**src/rtl/rep_burst_gen_if.sv**
```systemverilog
// Handshake bundle for rep_burst_gen: trigger inputs from the bench side,
// burst output and status counters back from the generator.
interface rep_burst_gen_if #(
    parameter int CNT_W = 8
);
    logic             en;
    logic             a;
    logic             inject_short;
    logic             b;
    logic             busy;
    logic [CNT_W-1:0] trig_cnt;
    logic [CNT_W-1:0] ext_cnt;

    modport master (
        output en, a, inject_short,
        input  b, busy, trig_cnt, ext_cnt
    );

    modport slave (
        input  en, a, inject_short,
        output b, busy, trig_cnt, ext_cnt
    );
endinterface

```
**src/rtl/rep_burst_gen.sv**
```systemverilog
// Stimulus source for "a |-> ##DELAY b[*REP]": each accepted trigger drives b for
// REP cycles (REP-1 when inject_short) starting DELAY cycles later; overlaps merge.
module rep_burst_gen #(
    parameter int REP   = 3,
    parameter int DELAY = 1,
    parameter int CNT_W = 8
) (
    input  logic          clk,
    input  logic          rst,
    rep_burst_gen_if.slave bus
);

    localparam int            RW        = $clog2(REP + 1);
    localparam logic [RW-1:0] LEN_FULL  = RW'(REP);
    localparam logic [RW-1:0] LEN_SHORT = RW'(REP - 1);

    logic             accept;
    logic             load;
    logic             load_short;
    logic             pending;
    logic [RW-1:0]    rem;
    logic [RW-1:0]    dec;
    logic [RW-1:0]    len;
    logic [RW-1:0]    rem_next;
    logic             b_int;
    logic [CNT_W-1:0] trig_cnt;
    logic [CNT_W-1:0] ext_cnt;

    assign accept = bus.en & bus.a;

    generate
        if (DELAY == 1) begin : g_direct
            assign load       = accept;
            assign load_short = bus.inject_short;
            assign pending    = 1'b0;
        end else begin : g_line
            logic [DELAY-2:0] dl_valid;
            logic [DELAY-2:0] dl_short;

            always_ff @(posedge clk or posedge rst) begin
                if (rst) begin
                    dl_valid <= '0;
                    dl_short <= '0;
                end else begin
                    dl_valid[0] <= accept;
                    dl_short[0] <= accept & bus.inject_short;
                    for (int i = 1; i < DELAY - 1; i++) begin
                        dl_valid[i] <= dl_valid[i-1];
                        dl_short[i] <= dl_short[i-1];
                    end
                end
            end

            assign load       = dl_valid[DELAY-2];
            assign load_short = dl_short[DELAY-2];
            assign pending    = |dl_valid;
        end
    endgenerate

    // A load only ever extends the remaining burst, so a short trigger inside a
    // longer burst is deliberately masked.
    always_comb begin
        dec      = (rem != '0) ? rem - RW'(1) : '0;
        len      = load_short ? LEN_SHORT : LEN_FULL;
        rem_next = dec;
        if (load && (len > dec)) begin
            rem_next = len;
        end
    end

    always_ff @(posedge clk or posedge rst) begin
        if (rst) begin
            rem      <= '0;
            trig_cnt <= '0;
            ext_cnt  <= '0;
        end else begin
            rem <= rem_next;
            if (accept && (trig_cnt != '1)) begin
                trig_cnt <= trig_cnt + CNT_W'(1);
            end
            if (load && (rem != '0) && (ext_cnt != '1)) begin
                ext_cnt <= ext_cnt + CNT_W'(1);
            end
        end
    end

    assign b_int        = (rem != '0);
    assign bus.b        = b_int;
    assign bus.busy     = b_int | pending;
    assign bus.trig_cnt = trig_cnt;
    assign bus.ext_cnt  = ext_cnt;

endmodule
```
**src/flat_wrapper.sv**
```systemverilog
// flat-port wrapper written by rule: the top's interface ports become plain ports
module rep_burst_gen_flat 
#(
    parameter int REP   = 3,
    parameter int DELAY = 1,
    parameter int CNT_W = 8
)
  (clk, rst, bus_en, bus_a, bus_inject_short, bus_b, bus_busy, bus_trig_cnt, bus_ext_cnt);
  rep_burst_gen_if #(.CNT_W(CNT_W)) bus_i ();
  input  logic clk;
  input  logic rst;
  input wire logic [$bits(bus_i.en)-1:0] bus_en;
  input wire logic [$bits(bus_i.a)-1:0] bus_a;
  input wire logic [$bits(bus_i.inject_short)-1:0] bus_inject_short;
  output wire logic [$bits(bus_i.b)-1:0] bus_b;
  output wire logic [$bits(bus_i.busy)-1:0] bus_busy;
  output wire logic [$bits(bus_i.trig_cnt)-1:0] bus_trig_cnt;
  output wire logic [$bits(bus_i.ext_cnt)-1:0] bus_ext_cnt;
  assign bus_i.en = bus_en;
  assign bus_i.a = bus_a;
  assign bus_i.inject_short = bus_inject_short;
  assign bus_b = bus_i.b;
  assign bus_busy = bus_i.busy;
  assign bus_trig_cnt = bus_i.trig_cnt;
  assign bus_ext_cnt = bus_i.ext_cnt;
  rep_burst_gen #(.REP(REP), .DELAY(DELAY), .CNT_W(CNT_W)) u_core (.clk(clk), .rst(rst), .bus(bus_i));
endmodule
```
**config.mk**
```make
export PLATFORM = sky130hd
export DESIGN_NAME = rep_burst_gen_flat
export DESIGN_NICKNAME = d
export VERILOG_FILES = /design/src/rtl/rep_burst_gen_if.sv /design/src/rtl/rep_burst_gen.sv /design/src/flat_wrapper.sv
export SDC_FILE = /design/constraint.sdc
export NUM_CORES = 1
export LEC_CHECK = 0
export BUFFER_PORTS_ARGS = -buffer_cell sky130_fd_sc_hd__buf_2
export CORE_MARGIN = 8
export CORE_UTILIZATION = 30
export CTS_CLUSTER_DIAMETER = 60
export DETAILED_ROUTE_END_ITERATION = 7
export PLACE_DENSITY = 0.51
export REMOVE_ABC_BUFFERS = 1
export SKIP_LAST_GASP = 1
export SYNTH_ARGS = -nofsm -noshare
export SYNTH_HDL_FRONTEND = slang
export SYNTH_SLANG_ARGS = --single-unit
```
**constraint.sdc**
```tcl
create_clock -name clk -period 1.9 [get_ports clk]
set_input_delay 0.285 -clock clk [delete_from_list [all_inputs] [get_ports clk]]
set_output_delay 0.285 -clock clk [all_outputs]
set_load 0.05 [all_outputs]
```
**Word level (Yosys, flattened, before mapping)**

Index checks and enable logic that the tools add are counted.

- Output and inout bits: 18
- Logic and storage cells: 18
- Register bits after elaboration: 18
- Input bits: 5

- Reductions and logical operators: 5
- Add/sub/neg operators: 3
- Bitwise logic cells: 1
- Order comparisons: 1
- Multiplexer cells: 3
- Eq/ne operators: 2

Operator list:

| operator | number |
|---|---|
| $add A8 B1 Y8 const B | 2 |
| $ne A8 B8 Y1 const B | 2 |
| $logic_and A1 B1 Y1 | 4 |
| $mux W2 | 2 |
| $gt A2 B2 Y1 | 1 |
| $reduce_bool A2 Y1 | 1 |
| $sub A2 B1 Y2 const B | 1 |
| $and A1 B1 Y1 | 1 |
| $mux W1 | 1 |

**Logic depth before layout (Yosys ltp)**

Gate-level depths: netlist of the first run.

- Word-level depth: 5
- Mapped depth: 5
- Mapped depth without buffers: 5

**Worst setup path before layout of the first run**

No wires, ideal clock.

- Kind: register to register
- Start point: register u_core.trig_cnt[0], in the netlist u_core.bus.trig_cnt[0]
- End point: register u_core.trig_cnt[1], in the netlist u_core.bus.trig_cnt[1]
- Period minus slack after synthesis: 1777 ps
- Path buffers: 0
- Library setup time: 125 ps
- Cell stages (with the launch flop): 5
- Data arrival time: 1652 ps
- Setup slack: 123 ps
- Cells stage by stage: dfrtp_1 > ha_1 > nand3_1 > o21ai_0 > mux2_2

- Word-level cells in the longest chain between the ends: 2

Ends and longest elaborated chain:

| element | RTL line | RTL |
|---|---|---|
| from (decl) | rep_burst_gen.sv:26 | `logic [CNT_W-1:0] trig_cnt;` |
| from (signal assigned) | rep_burst_gen.sv:79 | `trig_cnt <= trig_cnt + CNT_W'(1);` |
| parallel branches: the longest is 2 deep, another holds $add A8 B1 Y8 | - |  |

Several ways; the timed one is not identified.
A chain may end at the register's enable or synchronous reset.

**Worst setup path after layout of the first run**

Ends and elaborated chain as after synthesis.

==> impl_metrics.env, run 1 <==
export IMPL_async_flop_share_pct=100.0
export IMPL_netlist_area_um2=867.1
export IMPL_first_global_vias=724
export IMPL_clock_root_buffer="clkbuf_4"
export IMPL_hp_class="in -> async"
export IMPL_min_period_ns=1.517
export IMPL_grt_pass1_wl_um=3153
export IMPL_worst_setup_path_start_kind="flop"
export IMPL_dr_pass1_iters=3
export IMPL_wl_per_cell_um=13.36
export IMPL_antenna_cells=0
export IMPL_port_buffers=22
export IMPL_setup_tns_ns=0
export IMPL_timing_fmax_ghz=0.6593
export IMPL_critPathKind="reg -> reg"
export IMPL_synthTopCellsByArea="dfrtp_1 (52%), xnor2_1 (6.1%), nand2_1 (4.3%)"
export IMPL_cap_viol_max_count=0
export IMPL_crit_path_top_delay_cell="dfrtp_1"
export IMPL_route_antenna_remaining_nets=0
export IMPL_ys_warn_count=0
export IMPL_ys_ff_latch=18
export IMPL_drtIter0Drc=38
export IMPL_crit_required_ns=2.08
export IMPL_synth_mux_area_share_pct=4.329
export IMPL_synth_top_area_cell="dfrtp_1"
export IMPL_final_nets=112
export IMPL_ios=23
export IMPL_synth_simple_area_share_pct=20.35
export IMPL_multi_input_area_um2=401.6
export IMPL_fin_cells=135
export IMPL_num_vias=669
export IMPL_netlist_area_leader_share_pct=51.95
export IMPL_areaGrowthSynthToFinish_pct=20.49
export IMPL_start_util_pct=31.44
export IMPL_regArea_um2=450.4
export IMPL_yosysUniqueCellTypes=27
export IMPL_setup_viol=0
export IMPL_power_mw=1.697
export IMPL_post_route_period_util_pct=79.83
export IMPL_synth_area_per_cell_um2=10.98
export IMPL_post_cts_buffers=0
export IMPL_outcome="completed"
export IMPL_hold_viol=0
export IMPL_relSlewSlack_pct=53.76
export IMPL_num_fill_cells=296
export IMPL_die_x_um=69.76
export IMPL_clk_pin_slew_ns=0.11
export IMPL_holdWs_ns=0.07739
export IMPL_final_max_slew_viol_count=0
export IMPL_synth_seq_area_share_pct=51.95
export IMPL_cts_hold_buffers=0
export IMPL_ctsResizeCount=0
export IMPL_rows=19
export IMPL_vdd_drop_max_mv=0.9233
export IMPL_cp_slowest_stage_delay_ns=0.42
export IMPL_worst_pin_slew_ns=0.6928
export IMPL_cts_sinks=18
export IMPL_synth_top_family_by_area="simple AND/OR/NAND/NOR gates"
export IMPL_synth_edff_count=0
export IMPL_cp_max_fo=4
export IMPL_grt_max_degree=19
export IMPL_critPathArrivalTime_ns=1.70
export IMPL_synth_compound_area_share_pct=8.658
export IMPL_gp_congestion=0.7021
export IMPL_dpl_hpwl_um=1404
export IMPL_path_cells="ha_1 -> nand3_1 -> o21ai_0 -> mux2_2"
export IMPL_synthTopCellsByCount="dfrtp_1 (18), nand2_1 (10), xnor2_1 (6)"
export IMPL_synthAdderAreaFrac_pct=2.886
export IMPL_cts_htree_levels=1
export IMPL_grt_use_total_pct=7.491
export IMPL_viasPerCell=4.956
export IMPL_yosysMostFrequentCell="dfrtp_1"
export IMPL_cts_buffers=3
export IMPL_gr_total_overflow=0
export IMPL_final_util_pct=37.89
export IMPL_synth_xor_area_share_pct=10.10
export IMPL_core_um2=2758
export IMPL_drt_wl_total_um=1804
export IMPL_rsz0062_at_grt="false"
export IMPL_fin_worst_skew_ns=0.006572
export IMPL_clock_latency_ns=0.29
export IMPL_power_per_cell_area_nw_per_um2=1624
export IMPL_netlist_instances=79
export IMPL_cts_tree="yes"
export IMPL_synth_ff_type="dfrtp_1"
export IMPL_endpoint_kind="flop"
export IMPL_grt_antenna_before_repair=0
export IMPL_die_area_um2=4866
export IMPL_post_route_drc_count=0
export IMPL_p_leak_nw=0.5021
export IMPL_layout_drive_gt1_share_pct=31.73
export IMPL_die_h_um=69.76
export IMPL_ff2ff_setup_slack_ns=0.38
export IMPL_dp_cells=131
export IMPL_clockBufferDepth=2
## cell usage in the layout (no fill, tap or decap), types with 2 or more instances in the layout
cell,synthesis,routed
a21oi_1,3,3
and3_1,2,2
nand2_1,10,10
nand4_1,4,4
xor2_1,4,4
clkbuf_4,0,3
nor2_1,4,4
o21ai_0,2,2
nand3_1,4,4
nor3_1,3,3
xnor2_1,6,6
inv_1,2,2
buf_2,0,22
mux2_2,2,2
dfrtp_1,18,18
ha_1,2,2
## per-stage QoR
stage / area [µm²] / setup slack [ns]
finish: 1045 / 0.3831
detailed placement: 1008 / 0.3846
global route: 1045 / 0.2616
floorplan: 859.6 / 0.1234
global placement: 1008 / 0.4754
CTS: 1045 / 0.3635
## flip-flops by register name (all words and copies together), names as in the netlist
name / count
u_core.bus.ext_cnt: 8
u_core.bus.trig_cnt: 8
u_core.rem: 2
## layout make-up
type	count	share of cell area, %
repair buffers	22	10.54
well taps	31	3.713
multi-input cells	58	38.44
flip-flops and latches	18	43.11
clock buffers	4	3.473
inverters	2	0.7186
## kinds of logic (layout without fill, tap and decap cells)
kind of cell / Yosys count / count (layout)
flip-flops: 18 / 18
AO/OA/AOI/OAI: 9 / 9
buffers and inverters: 3 / 28
multiplexers: 3 / 3
AND/OR/NAND/NOR: 34 / 34
XOR/XNOR: 10 / 10
adder cells (fa/ha/maj): 2 / 2
## report_power, final
part	leakage [nW]	switching (mW)	internal, mW	total (mW)
clock	0.0210	0.119	0.117	0.236
combinational	0.254	0.587	0.210	0.796
sequential	0.227	0.164	0.500	0.665
total	0.502	0.870	0.827	1.70
## routing by layer
metal / global-route usage, % / up-vias / wire length, µm
li1: - / 329 / -
met1: 9.595 / 322 / 874
met2: 11.47 / 16 / 857
met3: 2.718 / 2 / 60
met4: 2.009 / 0 / 10
met5: 0 / - / 0
## path summary, 6_finish.rpt
path	start	end	depth (start not counted)
worst max-delay path	u_core.bus.trig_cnt[0]	u_core.bus.trig_cnt[1]	4
worst min-delay path	rst	u_core.bus.ext_cnt[4]	2
worst max register to register	u_core.bus.trig_cnt[0]	u_core.bus.trig_cnt[1]	4
worst min register to register	u_core.bus.ext_cnt[0]	u_core.bus.ext_cnt[0]	1
max in group asynchronous	rst	u_core.bus.trig_cnt[3]	2
min in group clk	bus_inject_short	u_core.rem[0]	2
## critical path: cells and delay by family (launching register included)
kind	cells	cell delay (ns)
AOI/OAI and AO/OA	1	0.31
adders and majority gates	1	0.21
DFF	1	0.42
muxes	1	0.37
and+or+nand+nor	1	0.10
Power figures use the tool's default switching activity.
==> run 2, diff against run 1 <==
--- a/config.mk
+++ b/config.mk
@@ -5,12 +5,13 @@
 export SDC_FILE = /design/constraint.sdc
 export NUM_CORES = 1
 export LEC_CHECK = 0
+export ABC_AREA = 1
 export BUFFER_PORTS_ARGS = -buffer_cell sky130_fd_sc_hd__buf_2
 export CORE_MARGIN = 8
 export CORE_UTILIZATION = 30
 export CTS_CLUSTER_DIAMETER = 60
 export DETAILED_ROUTE_END_ITERATION = 7
-export PLACE_DENSITY = 0.51
+export PLACE_DENSITY = 0.5
 export REMOVE_ABC_BUFFERS = 1
 export SKIP_LAST_GASP = 1
 export SYNTH_ARGS = -nofsm -noshare
==> constraint.sdc (replaced) <==
create_clock -name clk -period 1.5 [get_ports clk]
set_input_delay 0.225 -clock clk [delete_from_list [all_inputs] [get_ports clk]]
set_output_delay 0.225 -clock clk [all_outputs]
set_load 0.05 [all_outputs]
==> impl_metrics.env, run 2 <==
export IMPL_outcome="completed"
export IMPL_reg_top3="u_core.bus.ext_cnt: 8 flops, u_core.bus.trig_cnt: 8 flops, u_core.rem: 2 flops"
export IMPL_min_period_ns=1.355
export IMPL_final_max_slew_viol_count=0
export IMPL_crit_path_top_delay_cell="dfrtp_1"
export IMPL_crit_required_ns=1.27
export IMPL_final_util_pct=37.80
export IMPL_start_util_pct=31.47
export IMPL_grt_use_met2_pct=13.42
export IMPL_route_antenna_remaining_nets=0
export IMPL_r2r_start="u_core.bus.ext_cnt[1]"
export IMPL_clock_latency_ns=0.29
export IMPL_synth_ff_type="dfrtp_1"
export IMPL_relSlewSlack_pct=81.50
export IMPL_yosysUniqueCellTypes=21
export IMPL_critPathKind="reg -> out"
export IMPL_grtUsageMet3_pct=1.579
export IMPL_setup_viol=0
export IMPL_netlist_area_um2=1059
export IMPL_grt_pass1_wl_um=3732
export IMPL_grt_use_total_pct=8.602
export IMPL_cts_buffers=3
export IMPL_pre_cts_slack_ns=0.1207
export IMPL_drt_wl_total_um=2304
export IMPL_reg2reg_to="u_core.bus.ext_cnt[3]"
export IMPL_clockPowerShare_pct=17.1
export IMPL_synth_edff_count=0
export IMPL_grt_busiest_layer="met2"
export IMPL_power_per_cell_area_nw_per_um2=1404
export IMPL_grt_use_met1_pct=11.01
export IMPL_min_delay_start="bus_inject_short"
export IMPL_layout_drive_gt1_share_pct=22.35
export IMPL_combPwrFrac_pct=41.8
export IMPL_fin_cells=216
export IMPL_holdWs_ns=0.1140
export IMPL_p_leak_nw=0.6790
export IMPL_synthTopCellsByCount="nand2_1 (62), dfrtp_1 (18), inv_1 (17)"
export IMPL_clk_pin_slew_ns=0.11
export IMPL_viasPerCell=4.287
export IMPL_fin_worst_skew_ns=0.001746
export IMPL_critPathTopFamily="flip-flops"
export IMPL_cts_sinks=18
export IMPL_cp_max_fo=8
export IMPL_final_common_cell="nand2_1"
export IMPL_p_int_uw=925.4
export IMPL_cap_viol_max_count=0
export IMPL_p_sw_share_pct=48.15
export IMPL_netlist_area_leader_share_pct=42.55
export IMPL_synth_top_area_cell="dfrtp_1"
export IMPL_ys_warn_count=0
export IMPL_grt_antenna_before_repair=0
export IMPL_synth_area_per_cell_um2=7.351
export IMPL_final_nets=178
export IMPL_reg2reg_depth=8
export IMPL_die_x_um=75.40
export IMPL_cp_slowest_stage_delay_ns=0.51
export IMPL_timing_fmax_ghz=0.7379
export IMPL_async_flop_share_pct=100.0
export IMPL_num_vias=926
export IMPL_power_net_switching_uw=859.3
export IMPL_num_fill_cells=382
export IMPL_min_to="u_core.rem[0]"
export IMPL_endpoint_kind="primary output"
export IMPL_port_buffers=22
export IMPL_cts_htree_levels=1
export IMPL_dp_cells=211
export IMPL_die_area_um2=5685
export IMPL_ff2ff_setup_slack_ns=0.16
export IMPL_hold_viol=0
export IMPL_finalWorstSetupSlack_ns=0.1448
export IMPL_hp_class="in -> reg"
export IMPL_rsz0062_at_grt="false"
export IMPL_ys_ff_latch=18
export IMPL_dr_pass1_iters=4
export IMPL_synthTopCellsByArea="dfrtp_1 (43%), nand2_1 (22%), inv_1 (6.0%)"
export IMPL_clockBufferDepth=2
export IMPL_critPathArrivalTime_ns=1.13
export IMPL_antenna_cells=0
export IMPL_critPathBufInv=1
export IMPL_post_route_period_util_pct=90.35
export IMPL_post_route_drc_count=0
export IMPL_vdd_drop_max_mv=0.5008
export IMPL_final_cell_mix="nand2_1 (62), buf_2 (22), inv_1 (17), dfrtp_1 (17), nor2_1 (10)"
export IMPL_yosysMostFrequentCell="nand2_1"
export IMPL_dpl_hpwl_um=1763
export IMPL_wl_per_cell_um=10.67
export IMPL_power_frac_seq_pct=41.2
export IMPL_gr_total_overflow=0
export IMPL_areaGrowthSynthToFinish_pct=20.09
export IMPL_post_cts_buffers=0
export IMPL_netlist_instances=144
export IMPL_die_h_um=75.40
export IMPL_clock_root_buffer="clkbuf_4"
export IMPL_drtIter0Drc=42
export IMPL_gp_congestion=0.7662
export IMPL_grt_max_degree=19
export IMPL_core_um2=3363
export IMPL_cts_tree="yes"
export IMPL_worst_setup_path_start_kind="flop"
export IMPL_first_global_vias=820
export IMPL_min_path_cells=2
export IMPL_path_cells="buf_2"
export IMPL_worst_pin_slew_ns=0.2775
export IMPL_synth_seq_area_share_pct=42.55
export IMPL_ios=23
export IMPL_rows=21
run 2: cell types whose count changed in the layout (fill, tap and decap cells not counted), sizes merged, moves of 2 or more:
| cell | before | now |
|---|---|---|
| nand2 | 10 | 66 |
| inv | 2 | 19 |
| nor2 | 4 | 12 |
| nand3 | 4 | 9 |
| and3 | 3 | 0 |
| mux2 | 3 | 0 |
| nor3 | 3 | 0 |
| o21ai | 2 | 5 |
| xor2 | 4 | 1 |
| a21oi | 3 | 1 |
| a41oi | 2 | 0 |
run 2: worst max path at each step:
stage	start	endpoint	slack (ns)	cells past startpoint
4_1_cts	u_core.bus.trig_cnt[0]	u_core.bus.trig_cnt[5]	0.09	8
3_3_place_gp	u_core.bus.trig_cnt[0]	u_core.bus.trig_cnt[0]	0.14	8
6_report	u_core.bus.trig_cnt[2]	bus_trig_cnt[2]	0.14	1
5_1_grt	u_core.bus.ext_cnt[0]	u_core.bus.ext_cnt[3]	0.02	8
2_1_floorplan	u_core.bus.trig_cnt[0]	u_core.bus.trig_cnt[3]	-0.12	8
3_5_place_dp	u_core.bus.trig_cnt[0]	u_core.bus.trig_cnt[5]	0.12	8
run 2: routing by layer:
layer  routed length (µm)  vias up
li1                     -      493
met1                 1112      417
met2                 1063       14
met3                  109        2
met4                   19        0
met5                    0        -
run 2: power by group through the flow:
stage | Sequential [mW] | Clock (mW) | Combinational, mW
finish | 0.734 | 0.305 | 0.745
global route | 0.757 | 0.344 | 0.805
CTS | 0.733 | 0.330 | 0.755
detailed placement | 0.743 | 0 | 0.752
global placement | 0.737 | 0 | 0.752
floorplan | 1.03 | 0 | 0.273
run 2: layout make-up:
cell class,count,area [µm²],share of cell area (%)
Timing Repair Buffer,24,127.6,10.04
Tap cell,46,57.56,4.528
Inverter,19,76.32,6.004
Sequential cell,18,451.7,35.53
Clock buffer,4,36.28,2.854
Multi-Input combinational cell,105,521.8,41.04
run 2: through the flow:
stage	instance area, µm²	TNS (ns)	power (mW)
after CTS	1267	0	1.818
final	1271	0	1.785
after global routing	1271	0	1.906
after global placement	1221	0	1.488
after floorplan	1046	-1.050	1.299
after detailed placement	1221	0	1.495
run 2: kinds of logic (layout without fill, tap and decap cells):
group	after synthesis	in the layout	synth area share, %
AND/OR/NAND/NOR	90	90	37.83
buffers and inverters	21	47	8.392
flip-flops	18	18	42.55
AO/OA/AOI/OAI	7	7	3.901
XOR/XNOR	6	6	4.965
adder cells (fa/ha/maj)	2	2	2.364
run 2: timing repair:
item / CTS / global route
gates resized for setup: 0 / 2
setup endpoints to repair: 0 / 6
hold buffers: 1 / 0
endpoints found under the hold margin: 18 / 0
